===== src/rtl/noc_pkg.sv =====
`default_nettype none
// ============================================================================
//  Module      : noc_pkg
//  Description : Shared NoC router definitions: port indices, flit geometry
//                and the output-register state encoding.
//  Revision    : 1.0 - initial release
// ============================================================================
package noc_pkg;

   // Router port indices
   localparam int PORT_N    = 0;
   localparam int PORT_E    = 1;
   localparam int PORT_S    = 2;
   localparam int PORT_W    = 3;
   localparam int PORT_L    = 4;
   localparam int NUM_PORTS = 5;

   // Flit geometry: destination X/Y live in the flit MSBs
   localparam int FLIT_WIDTH = 288;
   localparam int POS_WIDTH  = 4;

   // One-flit output register occupancy
   typedef enum logic [0:0] {
      OUT_EMPTY = 1'b0,
      OUT_FULL  = 1'b1
   } out_state_e;

endpackage : noc_pkg
`default_nettype wire


===== src/rtl/noc_outport_arbiter_if.sv =====
`default_nettype none
// ============================================================================
//  Module      : noc_outport_arbiter_if
//  Description : Holding-register request side and valid/ready output link of
//                one router output direction.
//                master : the arbiter (drives clear and the link)
//                slave  : the surrounding router / link sink
//  Revision    : 1.0 - initial release
// ============================================================================
interface noc_outport_arbiter_if #(
   parameter int DATA_WIDTH = 288,
   parameter int NUM_IN     = 5
);

   logic [NUM_IN-1:0][DATA_WIDTH-1:0] req_data;
   logic [NUM_IN-1:0]                 req_valid;
   logic [NUM_IN-1:0]                 clear;
   logic [DATA_WIDTH-1:0]             link_data;
   logic                              link_valid;
   logic                              link_ready;

   modport master (
      input  req_data,
      input  req_valid,
      output clear,
      output link_data,
      output link_valid,
      input  link_ready
   );

   modport slave (
      output req_data,
      output req_valid,
      input  clear,
      input  link_data,
      input  link_valid,
      output link_ready
   );

endinterface : noc_outport_arbiter_if
`default_nettype wire


===== src/rtl/rr_arbiter.sv =====
`default_nettype none
// ============================================================================
//  Module      : rr_arbiter
//  Description : Combinational circular priority encoder. Scans the request
//                vector starting at ptr and wrapping modulo N (N need not be
//                a power of two); returns a one-hot grant and its index.
//  Revision    : 1.0 - initial release
// ============================================================================
module rr_arbiter #(
   parameter int N     = 5,
   parameter int IDX_W = (N > 1) ? $clog2(N) : 1
) (
   input  logic [N-1:0]     req,
   input  logic [IDX_W-1:0] ptr,
   output logic [N-1:0]     gnt,
   output logic [IDX_W-1:0] gnt_idx,
   output logic             gnt_any
);

   // First set request at or after ptr, circularly
   always_comb begin
      logic [IDX_W-1:0] w_sel;
      logic             w_found;
      gnt     = '0;
      gnt_idx = '0;
      w_found = 1'b0;
      w_sel   = '0;
      for (int k = 0; k < N; k++) begin
         w_sel = IDX_W'((int'(ptr) + k) % N);
         if (!w_found && req[w_sel]) begin
            w_found      = 1'b1;
            gnt[w_sel]   = 1'b1;
            gnt_idx      = w_sel;
         end
      end
      gnt_any = w_found;
   end

endmodule : rr_arbiter
`default_nettype wire


===== src/rtl/noc_outport_arbiter.sv =====
`default_nettype none
// ============================================================================
//  Module      : noc_outport_arbiter
//  Description : Output side of one router direction. Round-robin selects one
//                of the input-switch holding registers per cycle, pulses
//                clear back to the winner and loads a one-flit output
//                register that drives a valid/ready link. Provides grant
//                enable, idle status, flit/stall counters and a sticky
//                U-turn error flag.
//  Revision    : 1.0 - initial release
// ============================================================================
module noc_outport_arbiter
   import noc_pkg::*;
#(
   parameter int DATA_WIDTH = FLIT_WIDTH,
   parameter int NUM_IN     = NUM_PORTS,
   parameter int DIR        = PORT_N,
   parameter int NO_UTURN   = 1,
   parameter int CNT_WIDTH  = 32
) (
   input  logic                  clk,
   input  logic                  rst_n,
   noc_outport_arbiter_if.master bus,
   input  logic                  en,
   output logic                  idle,
   output logic [CNT_WIDTH-1:0]  stat_flits,
   output logic [CNT_WIDTH-1:0]  stat_stall,
   output logic                  err_uturn
);

   localparam int IDX_W = (NUM_IN > 1) ? $clog2(NUM_IN) : 1;

   out_state_e              r_state;
   out_state_e              w_state_nxt;
   logic [NUM_IN-1:0]       w_elig;
   logic [NUM_IN-1:0]       w_gnt;
   logic [IDX_W-1:0]        w_gnt_idx;
   logic                    w_gnt_any;
   logic                    w_slot_free;
   logic                    w_grant;
   logic                    w_link_valid;
   logic [IDX_W-1:0]        w_ptr_nxt;
   logic [IDX_W-1:0]        r_rr_ptr;
   logic [NUM_IN-1:0]       r_clear;
   logic [DATA_WIDTH-1:0]   r_link_data;
   logic [CNT_WIDTH-1:0]    r_stat_flits;
   logic [CNT_WIDTH-1:0]    r_stat_stall;
   logic                    r_err_uturn;

   // A holder being cleared this cycle still shows valid, so it is masked
   // to avoid granting the same flit twice; the U-turn input is never eligible.
   for (genvar i = 0; i < NUM_IN; i++) begin : g_elig
      localparam bit BLOCKED = (NO_UTURN != 0) && (i == DIR);
      assign w_elig[i] = bus.req_valid[i] & ~r_clear[i] & ~BLOCKED;
   end

   rr_arbiter #(
      .N     (NUM_IN),
      .IDX_W (IDX_W)
   ) u_rr_arbiter (
      .req     (w_elig),
      .ptr     (r_rr_ptr),
      .gnt     (w_gnt),
      .gnt_idx (w_gnt_idx),
      .gnt_any (w_gnt_any)
   );

   assign w_link_valid = (r_state == OUT_FULL);
   assign w_slot_free  = ~w_link_valid | bus.link_ready;
   assign w_grant      = en & w_slot_free & w_gnt_any;
   assign w_ptr_nxt    = (w_gnt_idx == IDX_W'(NUM_IN - 1)) ? '0 : w_gnt_idx + IDX_W'(1);

   // Output register occupancy state
   always_ff @(posedge clk or negedge rst_n) begin
      if (!rst_n) r_state <= OUT_EMPTY;
      else        r_state <= w_state_nxt;
   end

   // Next occupancy: a grant refills (even while draining), a drain alone empties
   always_comb begin
      w_state_nxt = r_state;
      if (w_grant)
         w_state_nxt = OUT_FULL;
      else if (w_link_valid && bus.link_ready)
         w_state_nxt = OUT_EMPTY;
   end

   // Flit capture, release pulse and round-robin pointer update on grant
   always_ff @(posedge clk or negedge rst_n) begin
      if (!rst_n) begin
         r_link_data <= '0;
         r_clear     <= '0;
         r_rr_ptr    <= '0;
      end else begin
         r_clear <= w_grant ? w_gnt : '0;
         if (w_grant) begin
            r_link_data <= bus.req_data[w_gnt_idx];
            r_rr_ptr    <= w_ptr_nxt;
         end
      end
   end

   // Link statistics and sticky U-turn error
   always_ff @(posedge clk or negedge rst_n) begin
      if (!rst_n) begin
         r_stat_flits <= '0;
         r_stat_stall <= '0;
         r_err_uturn  <= 1'b0;
      end else begin
         if (w_link_valid && bus.link_ready)
            r_stat_flits <= r_stat_flits + CNT_WIDTH'(1);
         if (w_link_valid && !bus.link_ready)
            r_stat_stall <= r_stat_stall + CNT_WIDTH'(1);
         if ((NO_UTURN != 0) && bus.req_valid[DIR])
            r_err_uturn <= 1'b1;
      end
   end

   assign bus.clear      = r_clear;
   assign bus.link_data  = r_link_data;
   assign bus.link_valid = w_link_valid;
   assign idle           = ~w_link_valid & ~(|w_elig);
   assign stat_flits     = r_stat_flits;
   assign stat_stall     = r_stat_stall;
   assign err_uturn      = r_err_uturn;

endmodule : noc_outport_arbiter
`default_nettype wire

===== src/flat_wrapper.sv =====
// flat-port wrapper written by rule: the top's interface ports become plain ports
module noc_outport_arbiter_flat import noc_pkg::*;
#(
   parameter int DATA_WIDTH = FLIT_WIDTH,
   parameter int NUM_IN     = NUM_PORTS,
   parameter int DIR        = PORT_N,
   parameter int NO_UTURN   = 1,
   parameter int CNT_WIDTH  = 32
)
  (clk, rst_n, en, idle, stat_flits, stat_stall, err_uturn, bus_req_data, bus_req_valid, bus_clear, bus_link_data, bus_link_valid, bus_link_ready);
  noc_outport_arbiter_if #(.DATA_WIDTH(DATA_WIDTH), .NUM_IN(NUM_IN)) bus_i ();
  input  logic clk;
  input  logic rst_n;
  input  logic en;
  output logic idle;
  output logic [CNT_WIDTH-1:0] stat_flits;
  output logic [CNT_WIDTH-1:0] stat_stall;
  output logic err_uturn;
  input wire logic [$bits(bus_i.req_data)-1:0] bus_req_data;
  input wire logic [$bits(bus_i.req_valid)-1:0] bus_req_valid;
  output wire logic [$bits(bus_i.clear)-1:0] bus_clear;
  output wire logic [$bits(bus_i.link_data)-1:0] bus_link_data;
  output wire logic [$bits(bus_i.link_valid)-1:0] bus_link_valid;
  input wire logic [$bits(bus_i.link_ready)-1:0] bus_link_ready;
  assign bus_i.req_data = bus_req_data;
  assign bus_i.req_valid = bus_req_valid;
  assign bus_clear = bus_i.clear;
  assign bus_link_data = bus_i.link_data;
  assign bus_link_valid = bus_i.link_valid;
  assign bus_i.link_ready = bus_link_ready;
  noc_outport_arbiter #(.DATA_WIDTH(DATA_WIDTH), .NUM_IN(NUM_IN), .DIR(DIR), .NO_UTURN(NO_UTURN), .CNT_WIDTH(CNT_WIDTH)) u_core (.clk(clk), .rst_n(rst_n), .bus(bus_i), .en(en), .idle(idle), .stat_flits(stat_flits), .stat_stall(stat_stall), .err_uturn(err_uturn));
endmodule

===== config.mk =====
export PLATFORM = sky130hd
export DESIGN_NAME = noc_outport_arbiter_flat
export DESIGN_NICKNAME = d
export VERILOG_FILES = /design/src/rtl/noc_pkg.sv /design/src/rtl/noc_outport_arbiter_if.sv /design/src/rtl/rr_arbiter.sv /design/src/rtl/noc_outport_arbiter.sv /design/src/flat_wrapper.sv
export SDC_FILE = /design/constraint.sdc
export NUM_CORES = 2
export LEC_CHECK = 0
export ABC_AREA = 1
export CORE_AREA = 3 3 713 715
export DETAILED_ROUTE_END_ITERATION = 8
export DIE_AREA = 0 0 716 718
export PLACE_DENSITY = 0.33
export SYNTH_ARGS = -nofsm -noshare
export SYNTH_HDL_FRONTEND = slang
export SYNTH_SLANG_ARGS = --single-unit

===== constraint.sdc =====
create_clock -name clk -period 7.6 [get_ports clk]
set_clock_uncertainty 0.1 [all_clocks]
set_input_delay 1.9 -clock clk [delete_from_list [all_inputs] [get_ports clk]]
set_output_delay 1.9 -clock clk [all_outputs]
set_load 0.02 [all_outputs]

==> out/summary.md <==
In this run, synthesis produced a sequential element count of 362. For the first-pass GRT wire length, the log shows 512000 um. The critical path starts at u_core.r_rr_ptr[2]. The worst register-to-register path has a setup slack of 1.14 ns. The post-detailed-route via-to-cell ratio is 3.26.

The final design area excluding fillers was 0.0608 mm^2. For the count of hold buffers inserted by post-cts repair, the log shows 0. The core region is 0.502 mm^2. Buffers added to address setup during post-CTS repair amount to 0. The run gives 71 as the number of CTS-inserted buffers.

The pin count of the biggest net entering global routing came out at 112. Setup repair after global routing left no endpoint under its margin. Last weighted congestion value of the routability-driven placer: 0.926.

The tools report the origin of the worst min-delay path as u_core.stat_flits[31]. Port buffering added 1808 buffers. During synthesis, Yosys emitted a total of 0 warnings. The tools report the launching element type of the critical path as a flip-flop. Data on the critical path arrives at its endpoint at 7.02 ns. Before CTS, the worst setup slack after placement is 0.711 ns.

The fraction of the cycle the final worst path needs was 0.850. Fraction of layout cells with a size suffix above 1: 0.0394. The max-slew violation count was 0; the number of antenna violations at the first check in global routing was 337. Gates resized during post-CTS repair numbered 0. The number of nets in the layout is 8661, and the site row count is 260. The run gives 0.0640 as the initial standard-cell utilization of the core.

Fill cells in the final layout number 58800. The fraction of synthesized cell area in xor and xnor cells works out to 0.0174. The tools report the total area of multi-input combinational cells as 0.0166 mm^2.

Counting cells, the worst reg-to-reg path comes to 24. The synthesized design contains 0 enable-type register cells. Across the run, the number of max-cap violations was 0. STA classifies the critical path endpoint as a flip-flop.

Clock-pin slew was measured on the worst setup and hold paths at 0.06 ns. The logs give 0.121 for the final cell utilization of the core and 3 for the number of levels in the clock H-tree. In this design, the stage delay of the slowest critical-path cell is 0.61 ns. The largest fanout of any net on the critical path was 47; the final sum of negative setup slack was 0 ns. At the pin with the least slew margin, the transition time is 1.03 ns.

The tools report the latest clock arrival within the worst-skew pair as 0.80 ns. Registers take 0.00906 mm^2. The final critical delay including setup and external delays was 6.46 ns. In this run the worst hold path is classified as reg2reg. The tools report the overall routed net length as 410000 um.

In this run the cell area of the synthesized design comes to 0.0321 mm^2. The share of flip-flops with an asynchronous set or reset after synthesis was 1.00. The die width was 716 um. Overall global routing resource usage: 0.153.

The number of cells on the worst hold path is 1. The share of synthesized cell area in and, or, nand and nor gates is 0.388. The worst setup path is of the reg2reg kind.

The area of placed instances was 0.0583 mm^2. The adder and majority cell fraction of the synthesized area was 0.00997. Synthesis produced 5553 cells.

The number of design-rule violations left by the first detailed-router iteration came out at 3663. The startpoint of the lowest-slack register-to-register path was u_core.r_rr_ptr[2]. The most used flip-flop cell after synthesis is dfrtp_1. The synthesis-to-layout area growth was 89.3%; the detailed-routing iteration count for the pre-antenna-repair pass was 6. The number of hold-slack violations in the final timing report was 0. The dominant combinational cell family by area after synthesis is simple AND/OR/NAND/NOR gates. At the worst endpoint, the required time is 8.15 ns. Highest-delay cell along the critical path: dfrtp_1.

The logs give 362 for the number of clock sinks seen by CTS and 0.311 for the worst relative slew slack. Traced cell by cell, the critical path runs through inv_2, ha_1, nor2_1, nand2_1, nand2_1, xor2_1, ha_1, fa_1, nand3_2, xor2_1, inv_1, nand4_1, nand3_1, nand3b_1, nor2_2, nand3_4, buf_12, buf_4, buf_4, nand3_1, nand3_1, nand2_1, nand2_1, a21oi_1. Measured along the y axis, the die boundary spans 718 um. The count of vias placed by the detailed router came out at 45700.

For the HPWL after detailed placement, the log shows 352000 um. Setup violations remaining at the end of the flow were counted as 0. The mux cell area share after synthesis was 0.000351. The run finished with clean final reports. The sequential cell area fraction in the yosys report was 0.282. Once detail routing completed, the nets flagged for antenna violations numbered 0. No sink is reached through more buffers than the 4 on the longest clock path.

The buffer type at the clock tree root was clkbuf_16. For the post-synthesis cell type count, the log shows 47. The number of nets in the synthesized netlist is 7027. In the post-route analysis, the smallest setup slack over all paths is 1.14 ns. For this design the top-level I/O count stands at 1809. The number of global-route vias before repair is 45300, and the average instance area after synthesis is 5.79 um^2.

The number of remaining DRC errors is 0, and the area enclosed by the die boundary is 0.514 mm^2. Derived from the worst setup path, the maximum achievable clock frequency is 155 MHz. The complex-gate fraction of the synthesized area is 0.0971. The most numerous cell type found on the critical path is nand2_1. The routed wirelength normalized by instance count was 29.2 um. For this run the aggregate overflow at the end of global routing stands at 0. TritonCTS built the clock tree.
## Yosys cell counts (13+ instances only)
library cell,number,share of area
a21oi_1,582,0.091
dfrtp_1,362,0.28
nand3_1,1189,0.19
nand2_1,1280,0.15
clkbuf_1,167,0.020
buf_6,34,0.012
xor2_1,42,0.011
buf_4,18,0.0042
xnor2_1,20,0.0055
ha_1,24,0.0093
buf_1,13,0.0015
nor3_1,14,0.0022
inv_1,1224,0.14
buf_2,152,0.024
nor2_1,334,0.039
nand4_1,17,0.0033
## worst paths after layout
check | end
min in group asynchronous | u_core.stat_flits[7]
max reg2reg | u_core.bus.link_data[78]
max | u_core.bus.link_data[78]
max in group asynchronous | u_core.bus.link_data[147]
min reg2reg | u_core.stat_flits[31]
min | u_core.stat_flits[31]
## flip-flops by register name, indices dropped and copies added (netlist names)
register               flops
u_core.r_rr_ptr            3
u_core.err_uturn           1
u_core.bus.clear           5
u_core.stat_stall         32
u_core.bus.link_valid      1
u_core.bus.link_data     288
u_core.stat_flits         32
## per-layer routing
layer,track usage,wire length (um),part of all wire,vias to the layer above
met1,0.179,162000,0.40,22200
met4,0.0453,12600,0.031,184
met2,0.258,195000,0.47,2158
met5,0,1240,0.0030,-
li1,-,-,-,20500
met3,0.0578,39400,0.096,659
## cells by family after synthesis
family                     Yosys count
DFF                                362
xor gates and xnor gates            63
adders and majority gates           25
and+or+nand+nor                   2872
other                                1
buffers and inverters             1616
AOI/OAI and AO/OA                  613
muxes                                1
## through the flow
step | hold WS [ns] | cells
after floorplan | 0.478 | 5553
after global placement | 0.357 | 13800
after detailed placement | 0.358 | 13800
after CTS | 0.369 | 13900
after global routing | 0.376 | 14000
final | 0.360 | 14000
## critical path, delay by kind of cell (launching register included)
kind                     cells  cell delay (ns)
AND/OR/NAND/NOR             13             2.22
XOR/XNOR                     2             0.61
AO/OA/AOI/OAI                1             0.17
adder cells (fa/ha/maj)      3             1.01
flip-flops                   1             0.61
buffers and inverters        5             1.27
## layout make-up
type / instances / share of cell area
sequential: 362 / 0.149
clock buffer: 100 / 0.0333
tap: 6681 / 0.137
multi-input combinational: 3575 / 0.272
clock inverter: 23 / 0.00389
inverter: 1232 / 0.0763
antenna: 118 / 0.00485
timing repair buffer: 1945 / 0.323
## cells in the final DEF (no fill, tap or decap), types with 12 or more instances in the layout
cell type,Yosys,routed
nand2_1,1280,1280
diode_2,0,118
dfrtp_1,362,362
clkbuf_1,167,16
buf_4,18,96
clkbuf_8,0,12
clkdlybuf4s50_1,0,1807
xor2_1,42,42
nor3_1,14,14
ha_1,24,24
nand3_1,1189,1187
inv_1,1224,1223
xnor2_1,20,20
nor2_1,334,334
clkbuf_16,0,72
a21oi_1,582,581
nand4_1,17,17
buf_12,0,41
Power is left out: the tool's default activity adds up to more than one toggle a clock period on the data nets, which glitch-free logic cannot reach.
